### config.mk
export PLATFORM = sky130hd
export DESIGN_NAME = uart_tx_arb
export DESIGN_NICKNAME = d
export VERILOG_FILES = /design/src/rtl/uart_tx_arb_pkg.sv /design/src/rtl/uart_tx_arb_pick.sv /design/src/rtl/uart_tx_arb.sv
export SDC_FILE = /design/constraint.sdc
export NUM_CORES = 1
export LEC_CHECK = 0
export CAP_MARGIN = 20
export CORE_AREA = 8 8 60 75
export DETAILED_ROUTE_END_ITERATION = 8
export DIE_AREA = 0 0 68 83
export PLACE_DENSITY_LB_ADDON = 0.15
export REMOVE_ABC_BUFFERS = 1
export SLEW_MARGIN = 20
export SYNTH_ARGS = -nofsm -noshare
export SYNTH_HDL_FRONTEND = slang
export SYNTH_SLANG_ARGS = --single-unit
### constraint.sdc
create_clock -name CLK -period 2.2 [get_ports CLK]
set_input_delay 0.44 -clock CLK [delete_from_list [all_inputs] [get_ports CLK]]
set_output_delay 0.44 -clock CLK [all_outputs]
set_load 0.005 [all_outputs]
### src/rtl/uart_tx_arb_pkg.sv
`default_nettype none
// ============================================================================
// uart_tx_arb_pkg : state encodings and sizing helpers for the UART arbiter
// Rev 1.0
// ============================================================================
package uart_tx_arb_pkg;

  localparam int UART_CLK_HZ = 12_000_000;

  localparam int ST_W = 3;
  localparam logic [ST_W-1:0] ST_IDLE    = 3'd0;
  localparam logic [ST_W-1:0] ST_START   = 3'd1;
  localparam logic [ST_W-1:0] ST_WAIT_HI = 3'd2;
  localparam logic [ST_W-1:0] ST_WAIT_LO = 3'd3;
  localparam logic [ST_W-1:0] ST_GAP     = 3'd4;

  // Bits needed to hold 0..max_val, never fewer than one.
  function automatic int cnt_width(input int max_val);
    return (max_val < 1) ? 1 : $clog2(max_val + 1);
  endfunction

endpackage
`default_nettype wire

### src/rtl/uart_tx_arb_pick.sv
`default_nettype none
// ============================================================================
// rr_pick : combinational round-robin search starting at PTR, wrapping mod N
// Rev 1.0
// ============================================================================
module rr_pick #(
  parameter int N  = 4,
  parameter int PW = $clog2(N)
) (
  input  logic [N-1:0]  REQ,
  input  logic [PW-1:0] PTR,
  output logic [PW-1:0] GNT_IDX,
  output logic          GNT_VALID
);

  always_comb begin : p_pick
    int          cand_i;
    logic [PW-1:0] cand;
    cand_i    = 0;
    cand      = '0;
    GNT_IDX   = '0;
    GNT_VALID = 1'b0;
    for (int i = 0; i < N; i++) begin
      cand_i = int'(PTR) + i;
      if (cand_i >= N) cand_i = cand_i - N;
      cand = PW'(cand_i);
      if (!GNT_VALID && REQ[cand]) begin
        GNT_VALID = 1'b1;
        GNT_IDX   = cand;
      end
    end
  end

endmodule
`default_nettype wire

### src/rtl/uart_tx_arb.sv
`default_nettype none
// ============================================================================
// uart_tx_arb : round-robin scheduler sharing one uart_tx among N producers
// Rev 1.0
// ============================================================================
module uart_tx_arb
  import uart_tx_arb_pkg::*;
#(
  parameter int N             = 4,
  parameter int GAP_CYCLES    = 0,
  parameter int START_TIMEOUT = 15
) (
  input  logic           CLK,
  input  logic           RST_N,
  input  logic [N-1:0]   REQ,
  input  logic [8*N-1:0] REQ_DATA,
  output logic [N-1:0]   ACK,
  output logic           TX_START,
  output logic [7:0]     TX_DATA,
  input  logic           TX_BUSY,
  output logic           ERR,
  output logic           ACTIVE
);

  localparam int PW = $clog2(N);
  localparam int WW = cnt_width(START_TIMEOUT);
  localparam int GW = cnt_width(GAP_CYCLES);

  localparam logic [WW-1:0] WD_LAST  = WW'(START_TIMEOUT - 1);
  localparam logic [GW-1:0] GAP_LAST = GW'((GAP_CYCLES > 0) ? GAP_CYCLES - 1 : 0);
  localparam logic [PW-1:0] PTR_LAST = PW'(N - 1);

  logic [ST_W-1:0] state;
  logic [ST_W-1:0] state_nxt;
  logic [PW-1:0]   ptr;
  logic [WW-1:0]   wd_cnt;
  logic [GW-1:0]   gap_cnt;
  logic [PW-1:0]   gnt_idx;
  logic            gnt_valid;
  logic            grant;
  logic            wd_expire;

  logic [N-1:0]    ack_d;
  logic            start_d;
  logic [7:0]      data_d;
  logic            err_d;
  logic            active_d;

  rr_pick #(
    .N  (N),
    .PW (PW)
  ) u_pick (
    .REQ       (REQ),
    .PTR       (ptr),
    .GNT_IDX   (gnt_idx),
    .GNT_VALID (gnt_valid)
  );

  // A frame already on the line (ours or foreign) blocks new grants.
  assign grant     = (state == ST_IDLE) && gnt_valid && !TX_BUSY;
  assign wd_expire = (state == ST_WAIT_HI) && !TX_BUSY && (wd_cnt == WD_LAST);

  always_ff @(posedge CLK or negedge RST_N) begin
    if (!RST_N) state <= ST_IDLE;
    else        state <= state_nxt;
  end

  always_ff @(posedge CLK or negedge RST_N) begin
    if (!RST_N) begin
      ptr     <= '0;
      wd_cnt  <= '0;
      gap_cnt <= '0;
    end else begin
      if (grant) ptr <= (gnt_idx == PTR_LAST) ? '0 : gnt_idx + 1'b1;
      wd_cnt  <= (state == ST_WAIT_HI) ? wd_cnt + 1'b1 : '0;
      gap_cnt <= (state == ST_GAP) ? gap_cnt + 1'b1 : '0;
    end
  end

  always_comb begin
    state_nxt = state;
    case (state)
      ST_IDLE:    if (grant) state_nxt = ST_START;
      ST_START:   state_nxt = ST_WAIT_HI;
      ST_WAIT_HI: begin
        if (TX_BUSY)        state_nxt = ST_WAIT_LO;
        else if (wd_expire) state_nxt = ST_IDLE;
      end
      ST_WAIT_LO: begin
        if (!TX_BUSY) begin
          if (GAP_CYCLES > 0) state_nxt = ST_GAP;
          else                state_nxt = ST_IDLE;
        end
      end
      ST_GAP:     if (gap_cnt == GAP_LAST) state_nxt = ST_IDLE;
      default:    state_nxt = ST_IDLE;
    endcase
  end

  // Outputs are computed one cycle ahead and registered below.
  always_comb begin
    ack_d    = '0;
    start_d  = 1'b0;
    data_d   = TX_DATA;
    err_d    = wd_expire;
    active_d = (state_nxt != ST_IDLE);
    if (grant) begin
      ack_d[gnt_idx] = 1'b1;
      start_d        = 1'b1;
      data_d         = REQ_DATA[{gnt_idx, 3'b000} +: 8];
    end
  end

  always_ff @(posedge CLK or negedge RST_N) begin
    if (!RST_N) begin
      ACK      <= '0;
      TX_START <= 1'b0;
      TX_DATA  <= 8'h00;
      ERR      <= 1'b0;
      ACTIVE   <= 1'b0;
    end else begin
      ACK      <= ack_d;
      TX_START <= start_d;
      TX_DATA  <= data_d;
      ERR      <= err_d;
      ACTIVE   <= active_d;
    end
  end

endmodule
`default_nettype wire

-- Yosys cells after proc, flatten, opt, wreduce, memory -nomap -nowiden
Cells that the tools add are included.
- reduce and logical (&&, ||, !) cells: 14
- $lt $le $gt $ge: 10
- equality and inequality tests: 6
- shift operators: 1
- bitwise logic cells: 0
- div/mod/pow operators: 0
- $mul: 0
- add/sub/neg operators: 10
- muxes and demuxes: 33
- operators by type and width (operator ; number):
    $shiftx 32x6->8 ; 1
    $mux 2 ; 9
    $lt 2x3->1 const B ; 5
    $mux 3 ; 5
    $pmux 3 s5 ; 1
    $mux 1 ; 11
    $ge 3x3->1 const B ; 3
    $bmux 1 s2 ; 4
    $logic_and 1x1->1 ; 8
    $mux 4 ; 2
    $sub 2x1->2 const B ; 4
    $add 2x2->3 const B ; 2
    $eq 3x2->1 const B ; 2
    $add 4x1->4 const B ; 1
    $eq 4x4->1 const B ; 1
    $logic_not 1->1 ; 4
    $add 2x1->3 const B ; 1
    $eq 3x1->1 const B ; 1
    $eq 3x3->1 const B ; 1
    $ge 2x3->1 const B ; 1
    $logic_not 3->1 ; 1
    $reduce_bool 3->1 ; 1
    $add 2x1->2 const B ; 1
    $demux 1 s2 ; 1
    other kinds (3) ; 3
- memory bits (writable): 0
- output and inout bits: 15
- logic and storage cells: 83
- latch bits: 0
- bits in read-only memories: 0
- memories kept: 0
- input port bits: 39
- register bits: 25

-- Depth between registers and ports, before layout
- depth after elaboration: 19
- mapped depth: 8
- mapped depth without buffers: 6

-- Hierarchy
Synthesis repeated with hierarchy kept, for this count alone.
- cell total of the unflattened synthesis: 100
- area, all modules: 1360.1 um^2
- by module, submodules not included (module ; area each (um^2) ; cells an instance ; seq. area each (um^2) ; times used):
    uart_tx_arb ; 1282.5 ; 85 ; 625.6 ; 1
    rr_pick ; 77.6 ; 15 ; 0.0 ; 1

-- Worst setup path before layout
OpenSTA, ideal clock, no wires.
- path type: register -> register
- start: reg ptr[0]
- end: reg ptr[0]
- period minus slack after synthesis: 1.694 ns
- stages on the path, launching flop included: 8
- setup time: 0.095 ns
- path buffers: 1
- arrival: 1.598 ns
- setup slack: 0.506 ns
- required time: 2.105 ns
- path through: dfrtp_1 nand2b_1 nor2b_1 o22ai_2 buf_2 inv_1 ha_1 o31ai_1
- cells in the longest elaborated chain, start to end: 16
- elaborated cells on any way between the ends: 42
- classes of those cells: 8 x add/sub; 4 x order compare; 1 x eq/ne; 21 x mux; 8 x reduce/logical
- RTL lines (item ; RTL line ; source):
    from (decl) ; uart_tx_arb.sv:35 ; logic [PW-1:0] ptr;
    from (signal assigned) ; uart_tx_arb.sv:74 ; if (grant) ptr <= (gnt_idx == PTR_LAST) ? '0 : gnt_idx + 1'b1;
    parallel branches: the longest is 16 deep, another holds $add 2x1->3 ; - ;
Several ways; the timed one is not identified. The select of a mux whose other input is x is not followed.
A chain may end at the register's enable or synchronous reset.

-- Final worst setup path
- start: in REQ[1]
- end: reg TX_DATA[7]
- cells in the longest elaborated chain, start to end: 14
- elaborated cells on any way between the ends: 25
- classes of those cells: 1 x shift; 16 x mux; 8 x reduce/logical
- RTL lines (item ; RTL line ; source):
    from (decl) ; uart_tx_arb.sv:15 ; input logic [N-1:0] REQ,
    parallel branches: the longest is 14 deep, another holds $bmux 1 s2 ; - ;
    to (signal assigned) ; uart_tx_arb.sv:124 ; TX_DATA <= data_d;
    to (decl) ; uart_tx_arb.sv:19 ; output logic [7:0] TX_DATA,
Several ways; the timed one is not identified. The select of a mux whose other input is x is not followed.

==> results.md <==
* Leakage at approximately 0.89 nW
* Proportion of layout cells with a drive suffix above 1 at between 9 and 10%
* PortBufs at 53
* Worst hold path depth at 1
* Reg2Reg Setup Slack at 410 ps
* Clock Root Buffer: clkbuf_8
* Avg Cell Area, Syn at between 9 and 10 um2
* Post-Synthesis Cells at ~140
* Total grt overflow at 0
* Netlist cell types at 35
* Vias in the first global route at ~1500
* Worst hold start: gap_cnt
* Post-Syn Area at between 1000 and 1500 um2
* CORE AREA at approximately 3400 um2
* # hold bufs at CTS at 0
* Worst path arrival time at about 2200 ps
* WP data required at 2400 ps
* Final core occ at about three fifths
* Die W at 68 um
* WL final at 4.092 mm
* Crit Path Category: input port to register
* Iteration-0 DRC count of the detailed router at 62
* Synth Register Bits at 25
* Register area share after synthesis at between 40% and 50%
* Skew-Pair Late Insertion Delay at ~260 ps
* Setup violators final at 0
* Area leader, netlist: dfrtp_1
* Tcrit/Tclk final at 91.99%
* Crit path max fanout at 8
* Final Max Slew Viols at 0
* Clk buf depth at 2
* R2R cell count at 6
* Via density at 5.586
* Vias post-DR at approximately 1400
* Maxcap violations at 0
* WL/cell at 16.77 um
* Crit path time final at around 2000 ps
* Io pins at 54
* Register area at roughly 630 um2
* Global placement routability congestion at 0.7482
* Yosys warns at 0
* Hold Crit Endpoint: gap_cnt
* Most used DFF post-synth: dfrtp_1
* GRT Overall Usage at approximately 15%
* DRC viols at 0
* First-pass GRT wire length at between 6 and 7 mm
* Pre-antenna DRT Iters at 4
* Number of flops mapped to enable cells by yosys at 0
* Slew headroom at about three fifths
* Crit end category: register
* Die Y-Extent at slightly above 80 um
* PwrDens at approximately 900 nW/um2
* Initial core utilization at between 40% and 50%
* RSZ-0062 raised after global routing: no
* Die footprint at 5644 um2
* Initial antenna violation count at 0
* IR drop worst, VDD at ~610 uV
* ANT cells at 0
* Setup Fix Bufs, Post-CTS at 0
* HP Class: register to register
* Yosys top cell area share at 45.21%
* # H-tree levels at 1
* TNS Setup at 0 ps
* Reg-to-reg critical path endpoint: TX_DATA[2]
* Clk_skew at 1.585 ps
* Actual slew at the worst max-slew pin at between 600 and 700 ps
* Critical path launch point: REQ[1]
* CTS Sinks at 25
* Multi-input logic area at between 600 and 700 um2
* Area Overhead vs Synth at 48.55%
* Final ANT Viol Nets at 0
* Clk slew on worst S/H paths at 80 ps
* Nature of the critical path startpoint: input port
* Commonest non-fill, non-tap cell in the layout: clkdlybuf4s50_1
* TritonCTS buffer count at 3
* Hpwl dp at 3.119 mm
* Critical R2R Launch: state[1]
* Status: finished clean
* Post-CTS sizing at 0
* Most frequent cells in the layout: clkdlybuf4s50_1, dfrtp_1, nand4_1
* Nets@finish at between 200 and 300
* Ranking of synthesized cells by area: dfrtp_1, nand4_1, ha_1
* Largest net degree at the start of global routing at 26
* Fill cells at between 300 and 400
* Fin. Hold Viols at 0
* Core Rows at 24
* Ys async rst share at between 90% and 100%
* CTS tree: done
* Max Freq at between 400 and 500 MHz
routing by layer:
metal / vias up / share of wire, % / global-route usage (%)
met2: 54 / 54 / 26.63
met5: - / 0 / 0
met3: 4 / 7.3 / 3.898
met4: 0 / 0.71 / 3.925
met1: 650 / 38 / 16.12
li1: 655 / - / -
through the flow:
stage          power [mW]  area (um2)  hold WS (ps)  setup slack, ps  std cells
2_1_floorplan       1.090        1329         144.4            235.6        136
3_3_place_gp        1.543        2011         407.7           -40.10        240
3_5_place_dp        1.574        2011         415.6           -108.7        240
4_1_cts             1.850        2056         427.8            175.4        244
5_1_grt             1.969        2056         444.9            34.80        244
6_report            1.832        2056         427.1            176.3        244
how the worst max path moves through the flow:
stage               slack, ps  cells after the start          to
CTS                       180                      6  TX_DATA[7]
floorplan                 240                      5  TX_DATA[0]
global route               30                      6  TX_DATA[1]
global placement          -40                      6  TX_DATA[1]
finish                    180                      6  TX_DATA[7]
detailed placement       -110                      6  TX_DATA[7]
Yosys cell counts (2+ instances only):
cell type / number
buf_2: 5
inv_1: 4
nand2_1: 15
nor3_1: 2
dfrtp_1: 25
nand3_1: 10
nor2_1: 8
nand4_1: 24
a211o_1: 8
and2_1: 4
buf_6: 2
ha_1: 6
a21oi_1: 2
o21ai_0: 8
critical path, cell delays in order:
cell and delay, ps:
clkdlybuf4s50_1 490, a21boi_2 210, o2bb2ai_1 530, o21ai_0 180, a211o_1 320, nand4_1 60
area by class of cell:
type / count / share of cell area [%]
clock buffers: 4 / 2.191
inverters: 5 / 1.156
multi-input cells: 106 / 33.05
flip-flops and latches: 25 / 30.43
well taps: 39 / 2.374
repair buffers: 65 / 30.80
where the power goes:
part / switching, mW / internal (mW) / leakage, nW / total [mW]
combinational: 0.427 / 0.434 / 0.540 / 0.861
clock: 0.140 / 0.129 / 0.0228 / 0.269
sequential: 0.109 / 0.593 / 0.323 / 0.702
total: 0.676 / 1.16 / 0.886 / 1.83
sequential cells by signal, indices dropped and copies added (netlist names):
name / flops
ERR: 1
TX_START: 1
ptr: 2
gap_cnt: 1
wd_cnt: 4
TX_DATA: 8
ACTIVE: 1
state: 3
ACK: 4
kinds of logic after synthesis:
group | after synthesis | synth area share (%)
AO/OA/AOI/OAI | 27 | 14.92
XOR/XNOR | 2 | 1.266
flip-flops | 25 | 45.21
adder cells (fa/ha/maj) | 6 | 5.425
AND/OR/NAND/NOR | 70 | 26.76
buffers and inverters | 13 | 5.696
multiplexers | 1 | 0.7234
Power figures use the tool's default switching activity.
